### src/rtl/ltc2387_decimator.sv
// ltc2387_decimator
// Boxcar decimator for the LTC2387-18 capture path. Each block of 2^eff_log2
// valid samples is summed, and the floored mean is pushed into a small
// first-word-fall-through FIFO. The FIFO feeds a valid/ready stream. A sticky
// overflow flag records any result that was dropped because the FIFO was full.
module ltc2387_decimator #(
    parameter int ADC_WIDTH    = 18,
    parameter int DEC_LOG2_MAX = 8,
    parameter int FIFO_DEPTH   = 16
) (
    input  logic                              sys_clk_int,
    input  logic                              reset_n_int,
    input  logic                              enable,
    input  logic [3:0]                        dec_log2,
    input  logic [ADC_WIDTH-1:0]              adc_data_in,
    input  logic                              adc_valid_in,
    output logic [ADC_WIDTH-1:0]              out_data,
    output logic                              out_valid,
    input  logic                              out_ready,
    output logic [$clog2(FIFO_DEPTH):0]       fifo_level,
    output logic                              overflow,
    input  logic                              overflow_clr
);

    localparam int ACC_W = ADC_WIDTH + DEC_LOG2_MAX;
    localparam int PTR_W = $clog2(FIFO_DEPTH);
    localparam int LVL_W = PTR_W + 1;

    typedef enum logic {
        IDLE  = 1'b0,
        ACCUM = 1'b1
    } state_t;

    state_t                   state_q, state_d;
    logic [3:0]               eff_log2_q, eff_log2_d;
    logic signed [ACC_W-1:0]  acc_q, acc_d;
    logic [DEC_LOG2_MAX-1:0]  cnt_q, cnt_d;
    logic                     push_q, push_d;
    logic [ADC_WIDTH-1:0]     push_data_q, push_data_d;

    logic [PTR_W-1:0]         wr_ptr_q, wr_ptr_d;
    logic [PTR_W-1:0]         rd_ptr_q, rd_ptr_d;
    logic [LVL_W-1:0]         level_q, level_d;
    logic                     overflow_q, overflow_d;
    logic [ADC_WIDTH-1:0]     mem [FIFO_DEPTH];

    // Datapath helpers
    logic [3:0]               dec_clamped;
    logic [DEC_LOG2_MAX:0]    block_len_m1;
    logic                     block_last;
    logic signed [ACC_W-1:0]  sample_ext;
    logic signed [ACC_W-1:0]  sum;
    logic signed [ACC_W-1:0]  sum_shift;
    logic                     fifo_full;
    logic                     pop;
    logic                     push_ok;

    // Clamp the requested ratio and derive the block-complete condition.
    always_comb begin
        dec_clamped  = (dec_log2 > 4'(DEC_LOG2_MAX)) ? 4'(DEC_LOG2_MAX) : dec_log2;
        block_len_m1 = ((DEC_LOG2_MAX + 1)'(1) << eff_log2_q) - (DEC_LOG2_MAX + 1)'(1);
        block_last   = (cnt_q == block_len_m1[DEC_LOG2_MAX-1:0]);
        sample_ext   = {{DEC_LOG2_MAX{adc_data_in[ADC_WIDTH-1]}}, adc_data_in};
        sum          = acc_q + sample_ext;
        // Arithmetic shift floors toward -inf; the mean always fits ADC_WIDTH.
        sum_shift    = sum >>> eff_log2_q;
    end

    // Next-state logic: idle/accumulate control, block completion and result staging.
    always_comb begin
        state_d     = state_q;
        eff_log2_d  = eff_log2_q;
        acc_d       = acc_q;
        cnt_d       = cnt_q;
        push_d      = 1'b0;
        push_data_d = push_data_q;
        case (state_q)
            IDLE: begin
                if (enable) begin
                    state_d    = ACCUM;
                    eff_log2_d = dec_clamped;
                    acc_d      = '0;
                    cnt_d      = '0;
                end
            end
            ACCUM: begin
                if (!enable) begin
                    // Partial block is thrown away; nothing is pushed.
                    state_d = IDLE;
                    acc_d   = '0;
                    cnt_d   = '0;
                end else if (adc_valid_in) begin
                    if (block_last) begin
                        push_d      = 1'b1;
                        push_data_d = sum_shift[ADC_WIDTH-1:0];
                        acc_d       = '0;
                        cnt_d       = '0;
                        // New ratio only takes effect on a block boundary.
                        eff_log2_d  = dec_clamped;
                    end else begin
                        acc_d = sum;
                        cnt_d = cnt_q + DEC_LOG2_MAX'(1);
                    end
                end
            end
            default: state_d = IDLE;
        endcase
    end

    // Control and accumulator registers.
    always_ff @(posedge sys_clk_int or negedge reset_n_int) begin
        if (!reset_n_int) begin
            state_q     <= IDLE;
            eff_log2_q  <= '0;
            acc_q       <= '0;
            cnt_q       <= '0;
            push_q      <= 1'b0;
            push_data_q <= '0;
        end else begin
            state_q     <= state_d;
            eff_log2_q  <= eff_log2_d;
            acc_q       <= acc_d;
            cnt_q       <= cnt_d;
            push_q      <= push_d;
            push_data_q <= push_data_d;
        end
    end

    // FIFO bookkeeping: a push into a full FIFO is accepted only if a pop frees a slot.
    always_comb begin
        fifo_full  = (level_q == LVL_W'(FIFO_DEPTH));
        pop        = (level_q != '0) && out_ready;
        push_ok    = push_q && (!fifo_full || pop);
        wr_ptr_d   = wr_ptr_q;
        rd_ptr_d   = rd_ptr_q;
        level_d    = level_q;
        overflow_d = overflow_q;
        if (push_ok) begin
            wr_ptr_d = wr_ptr_q + PTR_W'(1);
        end
        if (pop) begin
            rd_ptr_d = rd_ptr_q + PTR_W'(1);
        end
        if (push_ok && !pop) begin
            level_d = level_q + LVL_W'(1);
        end else if (!push_ok && pop) begin
            level_d = level_q - LVL_W'(1);
        end
        if (overflow_clr) begin
            overflow_d = 1'b0;
        end
        // Setting wins over a simultaneous clear.
        if (push_q && fifo_full && !pop) begin
            overflow_d = 1'b1;
        end
    end

    // FIFO pointers, fill level and sticky overflow.
    always_ff @(posedge sys_clk_int or negedge reset_n_int) begin
        if (!reset_n_int) begin
            wr_ptr_q   <= '0;
            rd_ptr_q   <= '0;
            level_q    <= '0;
            overflow_q <= 1'b0;
        end else begin
            wr_ptr_q   <= wr_ptr_d;
            rd_ptr_q   <= rd_ptr_d;
            level_q    <= level_d;
            overflow_q <= overflow_d;
        end
    end

    // FIFO storage; contents need no reset because the level gates visibility.
    always_ff @(posedge sys_clk_int) begin
        if (push_ok) begin
            mem[wr_ptr_q] <= push_data_q;
        end
    end

    // First-word-fall-through output, forced to zero whenever the FIFO is empty.
    always_comb begin
        out_valid  = (level_q != '0);
        out_data   = out_valid ? mem[rd_ptr_q] : '0;
        fifo_level = level_q;
        overflow   = overflow_q;
    end

endmodule

### config.mk
export PLATFORM = sky130hd
export DESIGN_NAME = ltc2387_decimator
export DESIGN_NICKNAME = d
export VERILOG_FILES = /design/src/rtl/ltc2387_decimator.sv
export SDC_FILE = /design/constraint.sdc
export NUM_CORES = 1
export LEC_CHECK = 0
export CAP_MARGIN = 20
export CORE_MARGIN = 2
export CORE_UTILIZATION = 45
export DETAILED_ROUTE_END_ITERATION = 6
export GPL_TIMING_DRIVEN = 0
export PLACE_DENSITY = 0.61
export SKIP_CTS_REPAIR_TIMING = 1
export SLEW_MARGIN = 30
export SYNTH_ARGS = -nofsm -noshare
export SYNTH_HDL_FRONTEND = slang
export SYNTH_SLANG_ARGS = --single-unit
### constraint.sdc
create_clock -name sys_clk_int -period 8.6 [get_ports sys_clk_int]
set_clock_uncertainty 0.2 [all_clocks]
set_input_delay 1.72 -clock sys_clk_int [delete_from_list [all_inputs] [get_ports sys_clk_int]]
set_output_delay 1.72 -clock sys_clk_int [all_outputs]
set_load 0.05 [all_outputs]
==> results.txt, run 1 <==
status = completed
post-synthesis cell area = 17,300 µm²
Worst setup EP type = primary output
Required @ worst endpoint = 6680 ps
core area = 37,800 µm²
largest area contributor in the netlist = edfxtp_1
row count = 71
die height = 200 µm
DRT iter0 DRCs = 754
vias in the first global route = 11,000
DRC Markers = 0
fin. max-slew vios = 0
via/cell ratio = 5.86
Die W = 200 µm
unique cell type count in the Yosys netlist = 80
Ports = 53
GP Congestion = 0.911
Worst-path clk slew = 60 ps
Layout area overhead = 14.3%
Final nets = 1,338
max_slew headroom = 36.3%
Final setup viols = 0
Yosys warning total = 0
root buf cell = clkbuf_16
Num CTS Buffers = 40
Clk Latency, worst-skew pair = 550 ps
Max Fanout on Critical Path = 10
initial antenna violation count = 1
DP Area = 18,500 µm²
commonest non-fill, non-tap cell in the layout = edfxtp_1
Port Buffer Count = 52
WL per Instance = 23.7 µm
fin crit share = 69.4%
HP Class = register to register
DIE AREA = 40,100 µm²
via count = 10,600
largest cells by area after synthesis = edfxtp_1, mux4_2, dfrtp_1
Yosys reg bits = 360
first-pass GRT wire length = 66,700 µm
Congestion Overflow GR = 0
Clock Path Buffers = 3
Static Leakage = 7.70 nW
Initial Util = 45.9%
Seq/Total Area, Yosys = 60.4%
Max-Cap Viols = 0
RSZ-0062 raised after global routing = false
All-Layer GR Usage = 21.9%
VDD IR-drop max = 0.156 mV
pwr dens = 248 nW/µm²
Fin Setup TNS = 0 ps
clk sinks = 360
post-DP HPWL = 28,400 µm
share of layout cells above drive strength 1 = 17.2%
syn nets = 1,241
Cells after Synth = 1,175
CTS tree = built
Fin Hold WS = 286 ps
ANT cells = 0
Synth top area share = 49.9%
actual slew at the worst max-slew pin = 956 ps
design area = 19,800 µm²
Critical Path AT = 4050 ps
total wire length = 42,900 µm
Antenna Nets Post-Route = 0
Tmin final = 5970 ps
critical setup path kind = register to primary output
Synth Flop Type = edfxtp_1
# H-tree levels = 2
EDFF count, synth = 288
largest net degree at the start of global routing = 41
commonest cells after routing, fill and taps aside = edfxtp_1, mux4_2, nand2_1
fmax = 0.167 GHz
Synth async-reset ratio = 20.0%
Avg Cell Area, Syn = 14.7 µm²
DRT Pass-1 Iters = 5
Hold Vio Cnt, Final = 0
crit start category = register
cells in the mapped netlist (all sizes together) (23+ instances only):
cell type  number
ha             36
nand2          88
o21ai          48
a21oi          44
nor2           53
dfrtp          72
buf            23
xnor2          24
clkbuf         46
mux4          101
and2           41
edfxtp        288
cell families after synthesis:
family | Yosys count | share of synthesized area [%]
AO/OA/AOI/OAI | 233 | 9.54
XOR/XNOR | 40 | 2.02
adder cells (fa/ha/maj) | 38 | 2.83
buffers and inverters | 84 | 1.94
flip-flops | 360 | 60.4
multiplexers | 130 | 14.9
AND/OR/NAND/NOR | 290 | 8.42
area by class of cell:
class | instances | area [µm²]
multi-input combinational | 731 | 6560
tap | 511 | 639
clock buffer | 49 | 1070
timing repair buffer | 55 | 554
inverter | 15 | 56.3
sequential | 360 | 10500
fill | 3198 | 18000
clock inverter | 21 | 174
buffer | 69 | 289
state kept, by name, indices dropped and copies added (netlist names):
name and cells:
push_data_q 18, rd_ptr_q 4, wr_ptr_q 4, acc_q 26, push_q 1, cnt_q 8, overflow 1, mem 288
state_q 1, eff_log2_q 4, fifo_level 5
metrics by stage:
stage / cells / setup WS, ps / utilization, % / total power (W)
after floorplan: 1175 / 3840 / - / 0.00291
final: 1811 / 2630 / 52.4 / 0.00490
after detailed placement: 1741 / 2610 / 49.1 / 0.00333
after global routing: 1811 / 2520 / 52.4 / 0.00510
after global placement: 1738 / 2480 / 48.9 / 0.00331
after CTS: 1811 / 2360 / 52.4 / 0.00495
metal layers:
layer | vias up | part of all wire [%] | global-route usage, %
li1 | 4867 | - | -
met1 | 5382 | 44 | 29.5
met2 | 288 | 49 | 36.1
met3 | 71 | 4.7 | 3.38
met4 | 0 | 3.2 | 8.40
met5 | - | 0 | 0
final timing paths:
path	start	endpoint	slack, ps	cells past startpoint
setup / recovery	rd_ptr_q[1]	out_data[7]	2630	6
hold / removal	acc_q[21]	acc_q[21]	290	2
setup reg to reg	eff_log2_q[0]	push_data_q[12]	3110	17
hold reg to reg	acc_q[21]	acc_q[21]	290	2
max in group asynchronous	reset_n_int	push_data_q[8]	6650	2
min in group asynchronous	reset_n_int	cnt_q[7]	960	1
critical path, cell delays in order (launching register included):
cell	delay [ps]
dfrtp_1	360
clkbuf_1	550
clkbuf_1	780
mux4_2	440
mux4_2	500
and2_1	170
clkdlybuf4s50_1	700
power breakdown:
group	switching, W	leakage (nW)	internal (W)
clock network	0.000700	0.604	0.000920
logic	0.000803	2.87	0.000537
registers	0.0000371	4.22	0.00190
Note: power is estimated with default switching activity, not from simulation.
==> run 2, diff against run 1 <==
clock period = 6.2 ns   (was 8.6 ns; I/O delays follow)
==> results of run 2 <==
Same layout as run 1 (identical final DEF). Status: completed.
Among the figures that moved: setup slack after placement 2610 ps -> 695 ps; setup slack after layout 2630 ps -> 709 ps; start point of the critical path rd_ptr_q[1] -> eff_log2_q[0]; end point of the critical path out_data[7] -> push_data_q[12]; register-to-register setup slack 3110 ps -> 710 ps; total power 0.00490 W -> 0.00680 W; worst IR drop on VDD 0.156 mV -> 0.216 mV
==> run 3, diff against run 2 <==
CORE_MARGIN = 1   (was 2)
==> results.txt, run 3 (synthesis results as in run 1) <==
cell chain of the critical path = clkbuf_1 > clkinv_1 > buf_1 > clkbuf_1 > nand3_1 > ha_1 > buf_2 > xor2_1 > or3_1 > a21boi_0 > o22ai_1 > nor4b_2 > nand2_1 > inv_1 > nand2_1 > a311o_1 > and3b_1
CTS tree = built
Worst path max stage delay = 550 ps
Max-Cap Viols = 0 (unchanged)
initial antenna violation count = 0 (-1)
Slowest-stage cell, CP = clkbuf_1
fin crit share = 88.4%
Required @ worst endpoint = 6440 ps
commonest cells after routing, fill and taps aside = edfxtp_1, mux4_2, nand2_1
VDD IR-drop max = 0.221 mV
WL per Instance = 24.3 µm (+2.5%)
Worst setup EP type = register
ANT cells = 0 (unchanged)
Hold Vio Cnt, Final = 0 (unchanged)
via count = 10,700 (+1.1%)
critical setup path kind = register to register
clk sinks = 360 (unchanged)
Congestion Overflow GR = 0 (unchanged)
All-Layer GR Usage = 23.4% (+1.5 points)
Clock Path Buffers = 3 (unchanged)
Num CTS Buffers = 39 (-2.5%)
cell family with most CP delay = buffers and inverters
die height = 198 µm (-1.0%)
RSZ-0062 raised after global routing = false
multi-input gate area in the final layout = 6560 µm² (about the same)
register area = 10,500 µm² (unchanged)
GP Congestion = 0.914 (+0.33%)
largest net degree at the start of global routing = 46 (+12%)
total wire length = 44,000 µm (+2.6%)
Layout area overhead = 15.1%
actual slew at the worst max-slew pin = 917 ps (-38.5 ps)
Worst-path clk slew = 60 ps (about the same)
Max Fanout on Critical Path = 10 (unchanged)
pwr dens = 353 nW/µm²
Crit path depth = 17
core area = 37,800 µm² (unchanged)
Biggest register = mem
Reg2Reg Depth = 17 (unchanged)
DRT Pass-1 Iters = 5 (unchanged)
Critical Path AT = 5730 ps
Die W = 198 µm (-1.0%)
flip-flop count of the largest register after layout = 288 (unchanged)
# H-tree levels = 2 (unchanged)
HP Class = register to register
placed cell count = 1,740 (-0.057%)
max_slew headroom = 38.8% (+2.6 points)
commonest non-fill, non-tap cell in the layout = edfxtp_1
DRT iter0 DRCs = 795 (+5.4%)
DRC Markers = 0 (unchanged)
Buf+Inv Stages, Crit Path = 6
fin. max-slew vios = 0 (unchanged)
share of layout cells above drive strength 1 = 17.8% (+0.60 points)
crit start category = register
Fin Setup TNS = 0 ps (unchanged)
first-pass GRT wire length = 67,800 µm (+1.7%)
post-DP HPWL = 28,900 µm (+1.8%)
Clk Latency, worst-skew pair = 560 ps (about the same)
fill cell count = 3,173 (-0.78%)
Initial Util = 45.9% (unchanged)
largest registers = mem: 288 flops, acc_q: 26 flops, push_data_q: 18 flops
Port Buffer Count = 52 (unchanged)
status = completed
fmax = 0.182 GHz
WHS Path Cells = 2 (unchanged)
Final nets = 1,336 (-0.15%)
via/cell ratio = 5.92 (+1.0%)
Antenna Nets Post-Route = 0 (unchanged)
vias in the first global route = 11,100 (+1.2%)
DIE AREA = 39,300 µm² (-2.0%)
Tmin final = 5480 ps
Static Leakage = 7.77 nW (+0.93%)
Ports = 53 (unchanged)
root buf cell = clkbuf_16
row count = 71 (unchanged)
Cell Count, Final, Fillers Out = 1,812 (+0.055%)
Final setup viols = 0 (unchanged)
run 3: cell count changes in the layout (fill, tap and decap cells not counted), moves of 2 or more:
| cell | previous run | this run |
|---|---|---|
| bufinv_16 | 1 | 8 |
| clkinv_1 | 11 | 6 |
| clkbuf_16 | 41 | 39 |
| clkinv_2 | 5 | 7 |
| clkinv_4 | 0 | 2 |
| inv_6 | 4 | 2 |
run 3: worst paths after layout:
kind	start	slack, ps	end
max	eff_log2_q[0]	720	push_data_q[12]
min	acc_q[19]	290	acc_q[19]
max reg2reg	eff_log2_q[0]	720	push_data_q[12]
min reg2reg	acc_q[19]	290	acc_q[19]
max in group asynchronous	reset_n_int	4810	rd_ptr_q[1]
min in group asynchronous	reset_n_int	410	acc_q[8]
run 3: cell type report:
class	count	area share, %
buffer	69	1.46
clock buffer	47	5.05
clock inverter	25	1.88
inverter	15	0.282
multi-input combinational	731	32.9
sequential	360	52.4
tap	511	3.21
timing repair buffer	54	2.76
run 3: tightest hold or removal path, cell delays in order (launching register included):
cell and delay [ps]:
dfrtp_1 340, nand2_1 50, o21ai_0 60
run 3: per-layer routing:
layer	vias up	track usage, %	part of all wire (%)	routed length [µm]
met5	-	0	0	0
met4	0	7.67	2.9	1270
met3	73	3.22	5.7	2490
li1	4868	-	-	-
met1	5446	31.1	42	18300
met2	337	39.7	50	22000
run 3: metrics by stage:
stage	total power [W]	area, µm²	util (%)	setup slack (ps)	hold WS [ps]
6_report	0.00705	19900	52.8	719	287
5_1_grt	0.00733	19900	52.8	305	321
4_1_cts	0.00710	19900	52.8	453	293
3_5_place_dp	0.00462	18500	49.1	655	280
3_3_place_gp	0.00460	18500	48.9	494	271
2_1_floorplan	0.00403	17300	-	1870	254
run 3: where the power goes:
group	internal (W)	leakage [nW]	switching [W]
logic	0.000740	2.87	0.00112
clock network	0.00151	0.671	0.000981
registers	0.00264	4.22	0.0000513
